--- config.mk ---
export PLATFORM = sky130hd
export DESIGN_NAME = lif_array
export DESIGN_NICKNAME = d
export VERILOG_FILES = /design/src/rtl/lif_array.sv
export SDC_FILE = /design/constraint.sdc
export NUM_CORES = 1
export LEC_CHECK = 0
export CAP_MARGIN = 20
export CORE_AREA = 3 3 92 160
export CTS_BUF_LIST = sky130_fd_sc_hd__clkbuf_8
export DETAILED_ROUTE_END_ITERATION = 8
export DIE_AREA = 0 0 95 163
export DONT_BUFFER_PORTS = 1
export PLACE_DENSITY = 0.39
export REMOVE_ABC_BUFFERS = 1
export SLEW_MARGIN = 20
export SYNTH_ARGS = -nofsm -noshare
export SYNTH_HDL_FRONTEND = slang
export SYNTH_SLANG_ARGS = --single-unit
--- constraint.sdc ---
create_clock -name clk -period 6.6 [get_ports clk]
set_input_delay 0.66 -clock clk [delete_from_list [all_inputs] [get_ports clk]]
set_output_delay 0.66 -clock clk [all_outputs]
set_load 0.05 [all_outputs]
--- src/rtl/lif_array.sv ---
// rtl/lif_array.sv - time-multiplexed array of leaky integrate-and-fire neurons
//
// Purpose: N_NEURONS neurons share one update datapath. Each accepted input
// event updates one neuron (leak, integrate, threshold, refractory) and the
// result is presented one cycle later in a single-entry output register.
//
// Ports:
//   clk        - clock, rising edge
//   rst_n      - synchronous reset, active HIGH despite the name
//   in_valid   - input event valid
//   in_ready   - input event accepted when in_valid & in_ready
//   in_idx     - target neuron index
//   in_current - unsigned input current
//   thr_wr     - threshold write strobe
//   thr_data   - new shared threshold
//   out_valid  - result valid
//   out_ready  - result consumed when out_valid & out_ready
//   out_idx    - neuron index of the result
//   out_spike  - neuron fired on this event
//   out_state  - membrane value after the update

module lif_array #(
    parameter int N_NEURONS   = 4,
    parameter int WIDTH       = 8,
    parameter int LEAK_SHIFT  = 1,
    parameter int REFRAC      = 2,
    parameter int RESET_MODE  = 0,
    parameter int THRESH_INIT = 200,
    parameter int IW          = (N_NEURONS > 1) ? $clog2(N_NEURONS) : 1
) (
    input  logic             clk,
    input  logic             rst_n,
    input  logic             in_valid,
    output logic             in_ready,
    input  logic [IW-1:0]    in_idx,
    input  logic [WIDTH-1:0] in_current,
    input  logic             thr_wr,
    input  logic [WIDTH-1:0] thr_data,
    output logic             out_valid,
    input  logic             out_ready,
    output logic [IW-1:0]    out_idx,
    output logic             out_spike,
    output logic [WIDTH-1:0] out_state
);

    localparam logic [IW:0]      N_LIM     = N_NEURONS[IW:0];
    localparam logic [3:0]       REFRAC_V  = REFRAC[3:0];
    localparam logic [WIDTH-1:0] THR_RST   = THRESH_INIT[WIDTH-1:0];
    localparam logic [WIDTH:0]   SAT_MAX   = {1'b0, {WIDTH{1'b1}}};

    logic [WIDTH-1:0] v_q [N_NEURONS];
    logic [3:0]       r_q [N_NEURONS];
    logic [WIDTH-1:0] thr_q;

    logic             out_valid_q;
    logic [IW-1:0]    out_idx_q;
    logic             out_spike_q;
    logic [WIDTH-1:0] out_state_q;

    logic             accept;
    logic             idx_ok;
    logic             upd_en;
    logic [WIDTH-1:0] cur_v;
    logic [3:0]       cur_r;
    logic [WIDTH-1:0] leak;
    logic [WIDTH:0]   sum_raw;
    logic [WIDTH-1:0] sum_sat;
    logic             spike_d;
    logic [WIDTH-1:0] v_d;
    logic [3:0]       r_d;

    assign in_ready = !out_valid_q || out_ready;
    assign accept   = in_valid && in_ready;
    // Out-of-range indices are swallowed: consumed but no update, no result.
    assign idx_ok   = ({1'b0, in_idx} < N_LIM);
    assign upd_en   = accept && idx_ok;

    always_comb begin
        cur_v   = '0;
        cur_r   = '0;
        leak    = '0;
        sum_raw = '0;
        sum_sat = '0;
        spike_d = 1'b0;
        v_d     = '0;
        r_d     = '0;
        if (idx_ok) begin
            cur_v = v_q[in_idx];
            cur_r = r_q[in_idx];
        end
        // A shift of zero means "no leak", not "leak everything".
        if (LEAK_SHIFT != 0) begin
            leak = cur_v >> LEAK_SHIFT;
        end
        sum_raw = {1'b0, cur_v - leak} + {1'b0, in_current};
        sum_sat = (sum_raw > SAT_MAX) ? {WIDTH{1'b1}} : sum_raw[WIDTH-1:0];
        if (cur_r != 4'd0) begin
            // Refractory: event only counts down, membrane frozen.
            r_d = cur_r - 4'd1;
            v_d = cur_v;
        end else if (sum_sat >= thr_q) begin
            spike_d = 1'b1;
            r_d     = REFRAC_V;
            v_d     = (RESET_MODE == 1) ? (sum_sat - thr_q) : '0;
        end else begin
            v_d = sum_sat;
        end
    end

    always_ff @(posedge clk) begin
        for (int i = 0; i < N_NEURONS; i++) begin
            if (rst_n) begin
                v_q[i] <= '0;
                r_q[i] <= '0;
            end else if (upd_en && ({1'b0, in_idx} == (IW+1)'(i))) begin
                v_q[i] <= v_d;
                r_q[i] <= r_d;
            end
        end
    end

    // The datapath reads thr_q before this edge, so a same-cycle event sees the old value.
    always_ff @(posedge clk) begin
        if (rst_n) begin
            thr_q <= THR_RST;
        end else if (thr_wr) begin
            thr_q <= thr_data;
        end
    end

    always_ff @(posedge clk) begin
        if (rst_n) begin
            out_valid_q <= 1'b0;
            out_idx_q   <= '0;
            out_spike_q <= 1'b0;
            out_state_q <= '0;
        end else if (in_ready) begin
            out_valid_q <= upd_en;
            if (upd_en) begin
                out_idx_q   <= in_idx;
                out_spike_q <= spike_d;
                out_state_q <= v_d;
            end
        end
    end

    assign out_valid = out_valid_q;
    assign out_idx   = out_idx_q;
    assign out_spike = out_spike_q;
    assign out_state = out_state_q;

endmodule

==> flow_metrics.env <==
export IMPL_status="finished, final reports clean"
export IMPL_synth_top_family_by_area="simple AND/OR/NAND/NOR gates"
export IMPL_ys_flop_type="edfxtp_1"
export IMPL_h_tree_depth=3
export IMPL_wl_mm=10.6
export IMPL_cell_internal_pwr_mw=0.846
export IMPL_cts_resized=0
export IMPL_grt_pass1_wl_mm=16.3
export IMPL_tightest_slew_ps=869
export IMPL_worstHoldStart="rst_n"
export IMPL_netlist_area_um2=3780
export IMPL_cts_tree="yes"
export IMPL_path_class="reg2reg"
export IMPL_ir_worst_vdd_uv=74.0
export IMPL_skew_ps=11.2
export IMPL_worst_setup_path_start_kind="register"
export IMPL_synth_compound_area_share_pct=13.1
export IMPL_yosysSeqAreaShare_pct=48.7
export IMPL_fp_row_count=56
export IMPL_power_share_clock_pct=24.2
export IMPL_cts_made_buffers=9
export IMPL_regToRegStartpoint="v_q[1][0]"
export IMPL_synthMuxAreaShare_pct=9.33
export IMPL_synthArstFlopShare_pct=0
export IMPL_hp_class="in2reg"
export IMPL_drtIter0Drc=91
export IMPL_min_period_ps=5710
export IMPL_overflow=0
export IMPL_cts_setup_buffers=0
export IMPL_filler_cell_count=1405
export IMPL_ios=36
export IMPL_hold_end="out_idx[0]"
export IMPL_cts_hold_buf=0
export IMPL_synth_edf_count=48
export IMPL_antenna_found_initial=0
export IMPL_track_usage_pct=14.9
export IMPL_nets=404
export IMPL_worstPathArrival_ps=5890
export IMPL_rsz0062_at_grt="false"
export IMPL_vias=2653
export IMPL_avgRoutedWirePerCell_um=19.9
export IMPL_reg2regPathDepth=22
export IMPL_period_share_pct=86.4
export IMPL_drt_first_pass_iters=4
export IMPL_seqPwrFrac_pct=38.8
export IMPL_p_sw_mw=0.529
export IMPL_slew_viol_final=0
export IMPL_cts_root_buf="clkbuf_8"
export IMPL_fmax_ghz=0.175
export IMPL_reg2reg_slack_ps=890
export IMPL_clock_latency_ps=350
export IMPL_area_delta_synth_final_pct=10.4
export IMPL_clk_pin_slew_worst_paths_ps=80
export IMPL_synth_distinct_cells=51
export IMPL_yosys_area_share_simple_pct=13.5
export IMPL_place_congestion=0.804
export IMPL_first_global_vias=2925
export IMPL_p_leak_nw=1.63
export IMPL_via_per_inst=4.98
export IMPL_holdWs_ps=367
export IMPL_ant_nets=0
export IMPL_fp_dieArea_um2=15500
export IMPL_finalSetupTns_ps=0
export IMPL_rr_endpoint="v_q[2][5]"
export IMPL_netSwitchingFraction_pct=38.5
export IMPL_drv_cap=0
export IMPL_n_antenna_cell=0
export IMPL_crit_path_max_fanout=7
export IMPL_multiInputGateArea_um2=1810
export IMPL_die_h_um=163
export IMPL_cts_buffer_depth=2
export IMPL_p_comb_share_pct=37.0
export IMPL_grt_max_degree=21
export IMPL_powerDensity_nw_per_um2=329
export IMPL_synth_warnings=0
export IMPL_syn_avg_cell_area_um2=10.7
export IMPL_synth_seq_cells=68
export IMPL_port_buffers=0
export IMPL_regArea_um2=1840
export IMPL_crit_path_end_kind="register"
export IMPL_setup_violations=0
export IMPL_drive_gt1_share_pct=10.6
export IMPL_initial_utilization_pct=28.0
export IMPL_cts_sinks=68
export IMPL_synthAdderAreaFrac_pct=9.33
export IMPL_synth_xor_area_share_pct=1.39
export IMPL_die_w_um=95
export IMPL_worstSetupStartpoint="v_q[1][0]"
export IMPL_slew_headroom_pct=42.1
export IMPL_synthCells=354
export IMPL_dpl_hpwl_mm=7.96
export IMPL_hold_viol_final=0
export IMPL_route_detailed_drc=0
export IMPL_hold_depth=1
export IMPL_crit_required_ps=6780
export IMPL_core_um2=13500
power by group through the flow:
| stage | logic, mW | registers [mW] | clock network (mW) |
|---|---|---|---|
| after global placement | 0.510 | 0.544 | 0 |
| after global routing | 0.575 | 0.537 | 0.362 |
| final | 0.508 | 0.534 | 0.333 |
| after detailed placement | 0.513 | 0.545 | 0 |
| after floorplan | 0.361 | 0.537 | 0 |
| after CTS | 0.516 | 0.535 | 0.347 |
placed cells by master, fill, tap and decap left out, drive strengths merged, types with 2 or more instances in the layout:
cell type	netlist	routed
fa	2	2
xnor2	4	4
dfxtp	20	20
o211ai	3	3
edfxtp	48	48
nor3	5	5
clkinv	1	5
a21boi	2	2
nand2b	5	5
xor2	2	2
nand3	7	7
a22o	2	2
a31oi	2	2
a22oi	10	10
or3	2	2
o21a	3	3
o21ai	16	16
inv	31	33
and2	3	3
and3	3	3
mux2i	6	6
a211oi	2	2
nor2	65	65
nor2b	4	4
a21oi	19	19
o31ai	5	5
mux4	12	12
clkbuf	9	9
mux2	2	2
ha	25	25
nand2	20	20
worst max-delay path, stage by stage, from the launching register on:
cell,delay [ps]
edfxtp_1,370
mux4_2,480
inv_1,80
ha_1,170
inv_1,60
fa_1,390
nand2_1,80
nand2_1,50
a21oi_1,240
o21bai_1,110
a21oi_1,190
xnor2_1,140
ha_1,320
a21oi_1,260
mux2_2,370
o31ai_1,480
ha_1,340
a22o_1,240
nor4_1,150
o21ai_0,250
a21oi_4,320
a22oi_1,270
nor2_1,170
layer usage:
| layer | global-route usage, % | part of all wire, % |
|---|---|---|
| met3 | 3.33 | 3.2 |
| met4 | 5.91 | 2.4 |
| met5 | 0 | 0 |
| met1 | 13.8 | 34 |
| met2 | 29.7 | 60 |
metrics by stage:
stage / power (mW) / std cells / worst slack [ps] / instance area [um2] / utilization [%]
floorplan: 0.897 / 342 / 1490 / 3730 / -
global placement: 1.05 / 517 / 545 / 3990 / 29.5
CTS: 1.40 / 533 / 851 / 4180 / 30.9
finish: 1.38 / 533 / 895 / 4180 / 30.9
detailed placement: 1.06 / 517 / 572 / 3990 / 29.5
global route: 1.47 / 533 / 371 / 4180 / 30.9
state kept, by name (all words and copies together), names as in the netlist:
register   count
out_state      8
out_idx        2
v_q           32
out_spike      1
out_valid      1
r_q           16
thr_q          8
worst max-delay path by stage:
| stage | cells past startpoint | slack, ps | endpoint |
|---|---|---|---|
| global route | 22 | 370 | v_q[0][5] |
| detailed placement | 22 | 570 | v_q[2][5] |
| finish | 22 | 890 | v_q[2][5] |
| global placement | 22 | 550 | v_q[1][5] |
| floorplan | 21 | 1490 | r_q[1][1] |
| CTS | 22 | 850 | v_q[2][5] |
area by class of cell:
class / instances / share of cell area (%)
clock buffer: 9 / 2.96
clock inverter: 7 / 1.47
inverter: 32 / 2.88
multi-input combinational: 242 / 43.2
sequential: 68 / 44.1
tap: 174 / 5.21
timing repair buffer: 1 / 0.180
cells in the mapped netlist, drive strengths merged (7+ instances only):
cell	n	share of area, %
dfxtp	20	11
inv	31	3.1
nand2	20	2.1
ha	25	8.3
clkbuf	9	0.89
a22oi	10	2.1
edfxtp	48	38
nor2	65	6.5
mux4	12	7.1
o21ai	16	2.1
nand3	7	0.93
a21oi	19	2.8
kinds of logic after synthesis:
logic type                 count (synthesis)
xor gates and xnor gates                   6
adders and majority gates                 27
muxes                                     20
buffers and inverters                     44
and+or+nand+nor                          116
AOI/OAI and AO/OA                         73
DFF                                       68
Power figures use the tool's default switching activity.
